$ cat config.mk
export PLATFORM = sky130hd
export DESIGN_NAME = matrix_mul_sched
export DESIGN_NICKNAME = d
export VERILOG_FILES = /design/src/rtl/matrix_mul_sched.sv
export SDC_FILE = /design/constraint.sdc
export NUM_CORES = 1
export LEC_CHECK = 0
export ABC_AREA = 1
export ABC_CLOCK_PERIOD_IN_PS = 3550
export CAP_MARGIN = 40
export CORE_ASPECT_RATIO = 1.25
export CORE_UTILIZATION = 36
export CTS_CLUSTER_DIAMETER = 30
export DETAILED_ROUTE_END_ITERATION = 6
export MAX_ROUTING_LAYER = met4
export PLACE_DENSITY = 0.6
export SLEW_MARGIN = 20
export SYNTH_ARGS = -nofsm -noshare
export SYNTH_HDL_FRONTEND = slang
export SYNTH_SLANG_ARGS = --single-unit
$ cat constraint.sdc
create_clock -name clk -period 3.55 [get_ports clk]
set_input_delay 0.71 -clock clk [delete_from_list [all_inputs] [get_ports clk]]
set_output_delay 0.71 -clock clk [all_outputs]
set_load 0.02 [all_outputs]
$ cat src/rtl/matrix_mul_sched.sv
// -----------------------------------------------------------------------------
// matrix_mul_sched
//
// In-order command scheduler for the matrix multiply datapath. Commands are
// queued in a small FIFO. Each command is issued to the datapath as a
// single-cycle mm_en pulse. The datapath operand controls (type, mode, address)
// stay stable until the operation completes. Matrix completions are reported
// as a mat_done pulse. Transformed vertices are returned through a
// valid/ready output register.
//
// Ports
//   clk, reset              clock; synchronous active-high reset
//   cmd_valid/cmd_ready     command handshake (cmd_ready = FIFO not full)
//   cmd_type/mode/addr      1 = matrix op, 0 = vertex; target matrix; operand B
//   mm_en                   one-cycle start pulse to the datapath
//   mm_mul_type/mode/addr   operation controls held for the datapath
//   mm_write_en, mm_vector  datapath matrix write-back strobe, vector result
//   busy                    operation in flight or commands queued
//   mat_done, mat_done_mode matrix completion pulse and its target matrix
//   vout_valid/ready/data   transformed vertex output register
//   err_timeout             sticky: a matrix op never signalled write-back
// -----------------------------------------------------------------------------
module matrix_mul_sched #(
  parameter int DEPTH       = 4,
  parameter int VTX_CYCLES  = 8,
  parameter int MAT_TIMEOUT = 31
) (
  input  logic         clk,
  input  logic         reset,
  input  logic         cmd_valid,
  output logic         cmd_ready,
  input  logic         cmd_type,
  input  logic         cmd_mode,
  input  logic [31:0]  cmd_addr,
  output logic         mm_en,
  output logic         mm_mul_type,
  output logic         mm_mode,
  output logic [31:0]  mm_addr,
  input  logic         mm_write_en,
  input  logic [127:0] mm_vector,
  output logic         busy,
  output logic         mat_done,
  output logic         mat_done_mode,
  output logic         vout_valid,
  input  logic         vout_ready,
  output logic [127:0] vout_data,
  output logic         err_timeout
);

  localparam int AW      = $clog2(DEPTH);
  localparam int CNT_MAX = (VTX_CYCLES > MAT_TIMEOUT) ? VTX_CYCLES : MAT_TIMEOUT;
  localparam int CW      = $clog2(CNT_MAX + 1);

  typedef enum logic [1:0] {
    S_IDLE    = 2'd0,
    S_MAT_RUN = 2'd1,
    S_VTX_RUN = 2'd2
  } state_e;

  typedef struct packed {
    logic        is_mat;
    logic        mode;
    logic [31:0] addr;
  } cmd_t;

  // ---------------------------------------------------------------------------
  // Command FIFO: pointers carry one extra wrap bit to tell full from empty.
  // ---------------------------------------------------------------------------
  cmd_t        mem_q [DEPTH];
  logic [AW:0] wr_ptr_q, wr_ptr_d;
  logic [AW:0] rd_ptr_q, rd_ptr_d;
  logic        fifo_empty, fifo_full;
  logic        push, pop;
  cmd_t        head, cmd_in;

  assign fifo_empty = (wr_ptr_q == rd_ptr_q);
  assign fifo_full  = (wr_ptr_q[AW] != rd_ptr_q[AW]) &&
                      (wr_ptr_q[AW-1:0] == rd_ptr_q[AW-1:0]);
  assign cmd_ready  = !fifo_full;
  assign push       = cmd_valid && cmd_ready;
  assign head       = mem_q[rd_ptr_q[AW-1:0]];
  assign cmd_in     = '{is_mat: cmd_type, mode: cmd_mode, addr: cmd_addr};

  // NOTE: the FIFO storage has no reset; the pointers alone define which
  // entries are live, so clearing the array would only cost reset fan-out.
  always_ff @(posedge clk) begin
    if (push) mem_q[wr_ptr_q[AW-1:0]] <= cmd_in;
  end

  always_comb begin
    wr_ptr_d = wr_ptr_q;
    rd_ptr_d = rd_ptr_q;
    if (push) wr_ptr_d = wr_ptr_q + {{AW{1'b0}}, 1'b1};
    if (pop)  rd_ptr_d = rd_ptr_q + {{AW{1'b0}}, 1'b1};
  end

  // ---------------------------------------------------------------------------
  // Scheduler state
  // ---------------------------------------------------------------------------
  state_e         state_q, state_d;
  logic [CW-1:0]  cnt_q, cnt_d;
  logic           mm_mul_type_q, mm_mul_type_d;
  logic           mm_mode_q, mm_mode_d;
  logic [31:0]    mm_addr_q, mm_addr_d;
  logic           mat_done_q, mat_done_d;
  logic           mat_done_mode_q, mat_done_mode_d;
  logic           vout_valid_q, vout_valid_d;
  logic [127:0]   vout_data_q, vout_data_d;
  logic           err_timeout_q, err_timeout_d;
  logic           launch;

  // State register.
  // NOTE: sequential state uses non-blocking assignments so every flop samples
  // the values from before the edge, independent of statement order.
  always_ff @(posedge clk) begin
    if (reset) begin
      state_q         <= S_IDLE;
      wr_ptr_q        <= '0;
      rd_ptr_q        <= '0;
      cnt_q           <= '0;
      mm_mul_type_q   <= 1'b0;
      mm_mode_q       <= 1'b0;
      mm_addr_q       <= '0;
      mat_done_q      <= 1'b0;
      mat_done_mode_q <= 1'b0;
      vout_valid_q    <= 1'b0;
      vout_data_q     <= '0;
      err_timeout_q   <= 1'b0;
    end else begin
      state_q         <= state_d;
      wr_ptr_q        <= wr_ptr_d;
      rd_ptr_q        <= rd_ptr_d;
      cnt_q           <= cnt_d;
      mm_mul_type_q   <= mm_mul_type_d;
      mm_mode_q       <= mm_mode_d;
      mm_addr_q       <= mm_addr_d;
      mat_done_q      <= mat_done_d;
      mat_done_mode_q <= mat_done_mode_d;
      vout_valid_q    <= vout_valid_d;
      vout_data_q     <= vout_data_d;
      err_timeout_q   <= err_timeout_d;
    end
  end

  // Next-state logic. The counter is loaded with 1 at launch so that it holds
  // the number of cycles elapsed since the mm_en cycle.
  // NOTE: every signal gets a default before the case so no path leaves it
  // unassigned, which would otherwise infer a latch.
  always_comb begin
    state_d         = state_q;
    cnt_d           = cnt_q;
    mm_mul_type_d   = mm_mul_type_q;
    mm_mode_d       = mm_mode_q;
    mm_addr_d       = mm_addr_q;
    mat_done_d      = 1'b0;
    mat_done_mode_d = mat_done_mode_q;
    vout_valid_d    = vout_valid_q;
    vout_data_d     = vout_data_q;
    err_timeout_d   = err_timeout_q;

    // Consumer handshake first, so a same-cycle capture below overrides it.
    if (vout_valid_q && vout_ready) vout_valid_d = 1'b0;

    unique case (state_q)
      S_IDLE: begin
        if (launch) begin
          state_d       = head.is_mat ? S_MAT_RUN : S_VTX_RUN;
          cnt_d         = CW'(1);
          mm_mul_type_d = head.is_mat;
          mm_mode_d     = head.is_mat & head.mode;
          mm_addr_d     = head.addr;
        end
      end
      S_MAT_RUN: begin
        if (mm_write_en) begin
          mat_done_d      = 1'b1;
          mat_done_mode_d = mm_mode_q;
          state_d         = S_IDLE;
          cnt_d           = '0;
        end else if (cnt_q == CW'(MAT_TIMEOUT)) begin
          err_timeout_d = 1'b1;
          state_d       = S_IDLE;
          cnt_d         = '0;
        end else begin
          cnt_d = cnt_q + CW'(1);
        end
      end
      S_VTX_RUN: begin
        if (cnt_q == CW'(VTX_CYCLES)) begin
          vout_data_d  = mm_vector;
          vout_valid_d = 1'b1;
          state_d      = S_IDLE;
          cnt_d        = '0;
        end else begin
          cnt_d = cnt_q + CW'(1);
        end
      end
      default: begin
        state_d = S_IDLE;
        cnt_d   = '0;
      end
    endcase
  end

  // Output logic. mm_en and the operand controls are combinational in the
  // launch cycle so a command reaches the datapath the cycle after it is
  // pushed; afterwards the held registers drive them. A vertex may launch
  // only if the output register is free or is being emptied this cycle.
  always_comb begin
    launch = 1'b0;
    if (state_q == S_IDLE && !fifo_empty)
      launch = head.is_mat || !vout_valid_q || vout_ready;

    pop           = launch;
    mm_en         = launch;
    mm_mul_type   = launch ? head.is_mat                : mm_mul_type_q;
    mm_mode       = launch ? (head.is_mat & head.mode)  : mm_mode_q;
    mm_addr       = launch ? head.addr                  : mm_addr_q;
    busy          = (state_q != S_IDLE) || !fifo_empty;
    mat_done      = mat_done_q;
    mat_done_mode = mat_done_mode_q;
    vout_valid    = vout_valid_q;
    vout_data     = vout_data_q;
    err_timeout   = err_timeout_q;
  end

endmodule

==> flow_metrics.env <==
export IMPL_die_h_um=205
export IMPL_critPathKind="reg -> out"
export IMPL_rsz0062_at_grt="no"
export IMPL_p_leak_nw=6.34
export IMPL_nets=1734
export IMPL_cp_end_kind="primary output"
export IMPL_die_area_um2=33800
export IMPL_insertion_delay_ns=0.58
export IMPL_cp_top_family="buffers and inverters"
export IMPL_htreeDepth=2
export IMPL_critPathBufInv=3
export IMPL_peakVddDrop_mv=0.662
export IMPL_pwr_share_seq=0.310
export IMPL_avgViaCountPerCell=4.93
export IMPL_design_portCount=336
export IMPL_rows=74
export IMPL_syn_area_per_cell_um2=9.71
export IMPL_clockBufferDepth=3
export IMPL_p_switching_mw=4.37
export IMPL_required_ns=2.84
export IMPL_fin_crit_ns=3.41
export IMPL_first_pass_iters=4
export IMPL_antenna_found_initial=2
export IMPL_cp_arrival_ns=2.70
export IMPL_remaining_drc_errors=0
export IMPL_power_internal_mw=9.38
export IMPL_synth_cell_types=27
export IMPL_port_buffers=335
export IMPL_grt_first_pass_wirelength_um=52200
export IMPL_fillers=2913
export IMPL_grt_max_degree=132
export IMPL_period_share=0.961
export IMPL_seq_area_frac_synth=0.648
export IMPL_grt_ovfl_total=0
export IMPL_pwr_share_clk=0.408
export IMPL_setup_viol_count_final=0
export IMPL_cts_buffers=60
export IMPL_synth_edf_count=136
export IMPL_final_max_slew_viol_count=0
export IMPL_p_sw_frac=0.318
export IMPL_grt_use_total=0.207
export IMPL_routed_wirelength_um=35400
export IMPL_crit_fanout=35
export IMPL_coreArea_um2=32600
export IMPL_ys_warn_count=0
export IMPL_routedWlPerCell_um=17.4
export IMPL_cap_violations=0
export IMPL_synth_flop_cell="dfxtp_1"
export IMPL_synth_seq_cells=317
export IMPL_holdWs_ns=0.456
export IMPL_clkSinkCount=317
export IMPL_cpMaxStageDelayCell="clkdlybuf4s50_1"
export IMPL_outcome="completed"
export IMPL_grt_pass1_vias=9539
export IMPL_die_w_um=165
export IMPL_layout_common_cells="clkdlybuf4s50_1 (330), nand2_1 (259), dfxtp_1 (180), a21oi_1 (175), edfxtp_1 (136)"
export IMPL_tritoncts="done"
export IMPL_max_freq_mhz=293
export IMPL_drive_above_1_share=0.0926
export IMPL_clk_pin_slew_worst_paths_ns=0.05
export IMPL_hold_viol_final=0
export IMPL_ant_nets=0
export IMPL_pwr_share_comb=0.282
export IMPL_synth_async_reset_ratio=0
export IMPL_route_vias_total=10000
export IMPL_setup_tns_ns=0
export IMPL_drtIter0Drc=641
export IMPL_hold_path_class="reg -> reg"
export IMPL_syn2layout_area_growth_pct=49.2
export IMPL_tightest_slew_ns=0.617
export IMPL_gp_congestion=0.765
export IMPL_netlist_area_um2=11900
export IMPL_initial_core_util=0.365
export IMPL_root_buffer="clkbuf_16"
export IMPL_crit_chain="buf_4 > nand3_1 > nand2_1 > nand2_1 > nand3_2 > buf_4 > nand2_1 > nand2_1 > clkdlybuf4s50_1"
export IMPL_clock_skew_ns=0.0241
export IMPL_crit_path_frequent_cell="nand2_1"
export IMPL_synthCells=1225
export IMPL_final_common_cell="clkdlybuf4s50_1"
export IMPL_cts_hold_buf=0
export IMPL_slew_headroom=0.589
export IMPL_hpwl_um=23200
export IMPL_max_stage_delay_ns=0.60
export IMPL_syn_nets=1400
export IMPL_cp_start_kind="register"
export IMPL_p_per_area_nw_per_um2=775
[routing by layer]
metal  wire length, µm  track usage
met5                 0            -
met1             14300        0.233
met4               684       0.0668
met3              3700       0.0820
met2             16800        0.335
[power by group through the flow]
stage / registers, mW / logic (mW) / clock network, mW
global placement: 4.33 / 3.86 / 0
global route: 4.28 / 4.21 / 5.91
finish: 4.26 / 3.88 / 5.62
CTS: 4.26 / 3.91 / 5.73
floorplan: 4.30 / 2.26 / 0
detailed placement: 4.32 / 3.88 / 0
[registers in the layout, indices dropped and copies added (netlist names), 2 cells and up, named ones only]
register	count
cnt_q	5
mem_q	136
mm_addr_q	32
rd_ptr_q	3
state_q	2
vout_data	128
wr_ptr_q	3
[Yosys cell counts, types with 2 or more instances]
cell type  instances  area [µm²]
nand2_2            2        12.5
nand2_1          260         976
buf_6              3        33.8
inv_1             27         101
o22ai_1           32         200
dfxtp_1          181        3620
nor2_1            88         330
nand3_1          136         681
edfxtp_1         136        4080
nand4_1            3        18.8
ha_1               8         100
a21oi_1          175         876
nor2_2             2        12.5
inv_2              2        7.51
clkbuf_1          35         131
buf_2             50         250
o21ai_0           75         375
[area by class of cell]
| cell class | instances | area, µm² | area share |
|---|---|---|---|
| well taps | 418 | 523 | 0.0295 |
| diodes | 2 | 5.00 | 0.000282 |
| repair buffers | 361 | 3630 | 0.205 |
| clock inverters | 39 | 449 | 0.0253 |
| multi-input cells | 790 | 3710 | 0.209 |
| flip-flops and latches | 317 | 7710 | 0.434 |
| clock buffers | 73 | 1610 | 0.0907 |
| inverters | 29 | 111 | 0.00628 |
[metrics by stage]
| step | util | cells | setup slack (ns) | power [mW] | instance area [µm²] |
|---|---|---|---|---|---|
| after floorplan | - | 1225 | 0.610 | 6.55 | 11900 |
| after global placement | 0.480 | 1915 | 0.355 | 8.18 | 15700 |
| after detailed placement | 0.480 | 1915 | 0.323 | 8.21 | 15700 |
| after CTS | 0.544 | 2027 | 0.0186 | 13.9 | 17700 |
| after global routing | 0.544 | 2029 | 0.0115 | 14.4 | 17700 |
| final | 0.544 | 2029 | 0.138 | 13.7 | 17700 |
[worst paths after layout]
| check | end | slack [ns] | cells past startpoint | startpoint |
|---|---|---|---|---|
| setup / recovery | mm_addr[1] | 0.14 | 9 | register |
| hold / removal | vout_data[15] | 0.46 | 2 | vout_data[15] |
| setup reg to reg | mem_q[1][32] | 1.37 | 7 | wr_ptr_q[1] |
| hold reg to reg | vout_data[15] | 0.46 | 2 | vout_data[15] |
[worst reg2reg max path, stage by stage (launching register included)]
cell     delay [ns]
dfxtp_1        0.38
inv_1          0.12
nand2_1        0.08
nand2_1        0.10
nand4_1        0.14
nand2_1        0.33
nor2_4         0.17
buf_4          0.47
[cell families after synthesis]
logic type | Yosys count | synth area share
adders and majority gates | 8 | 0.00841
buffers and inverters | 118 | 0.0447
DFF | 317 | 0.648
xor gates and xnor gates | 2 | 0.00147
and+or+nand+nor | 495 | 0.173
AOI/OAI and AO/OA | 285 | 0.124
[what timing repair did]
item | in CTS | in global routing
buffers inserted | 0 | 0
resized for setup | 0 | 8
setup endpoints to repair | 0 | 32
Power figures use the tool's default switching activity.
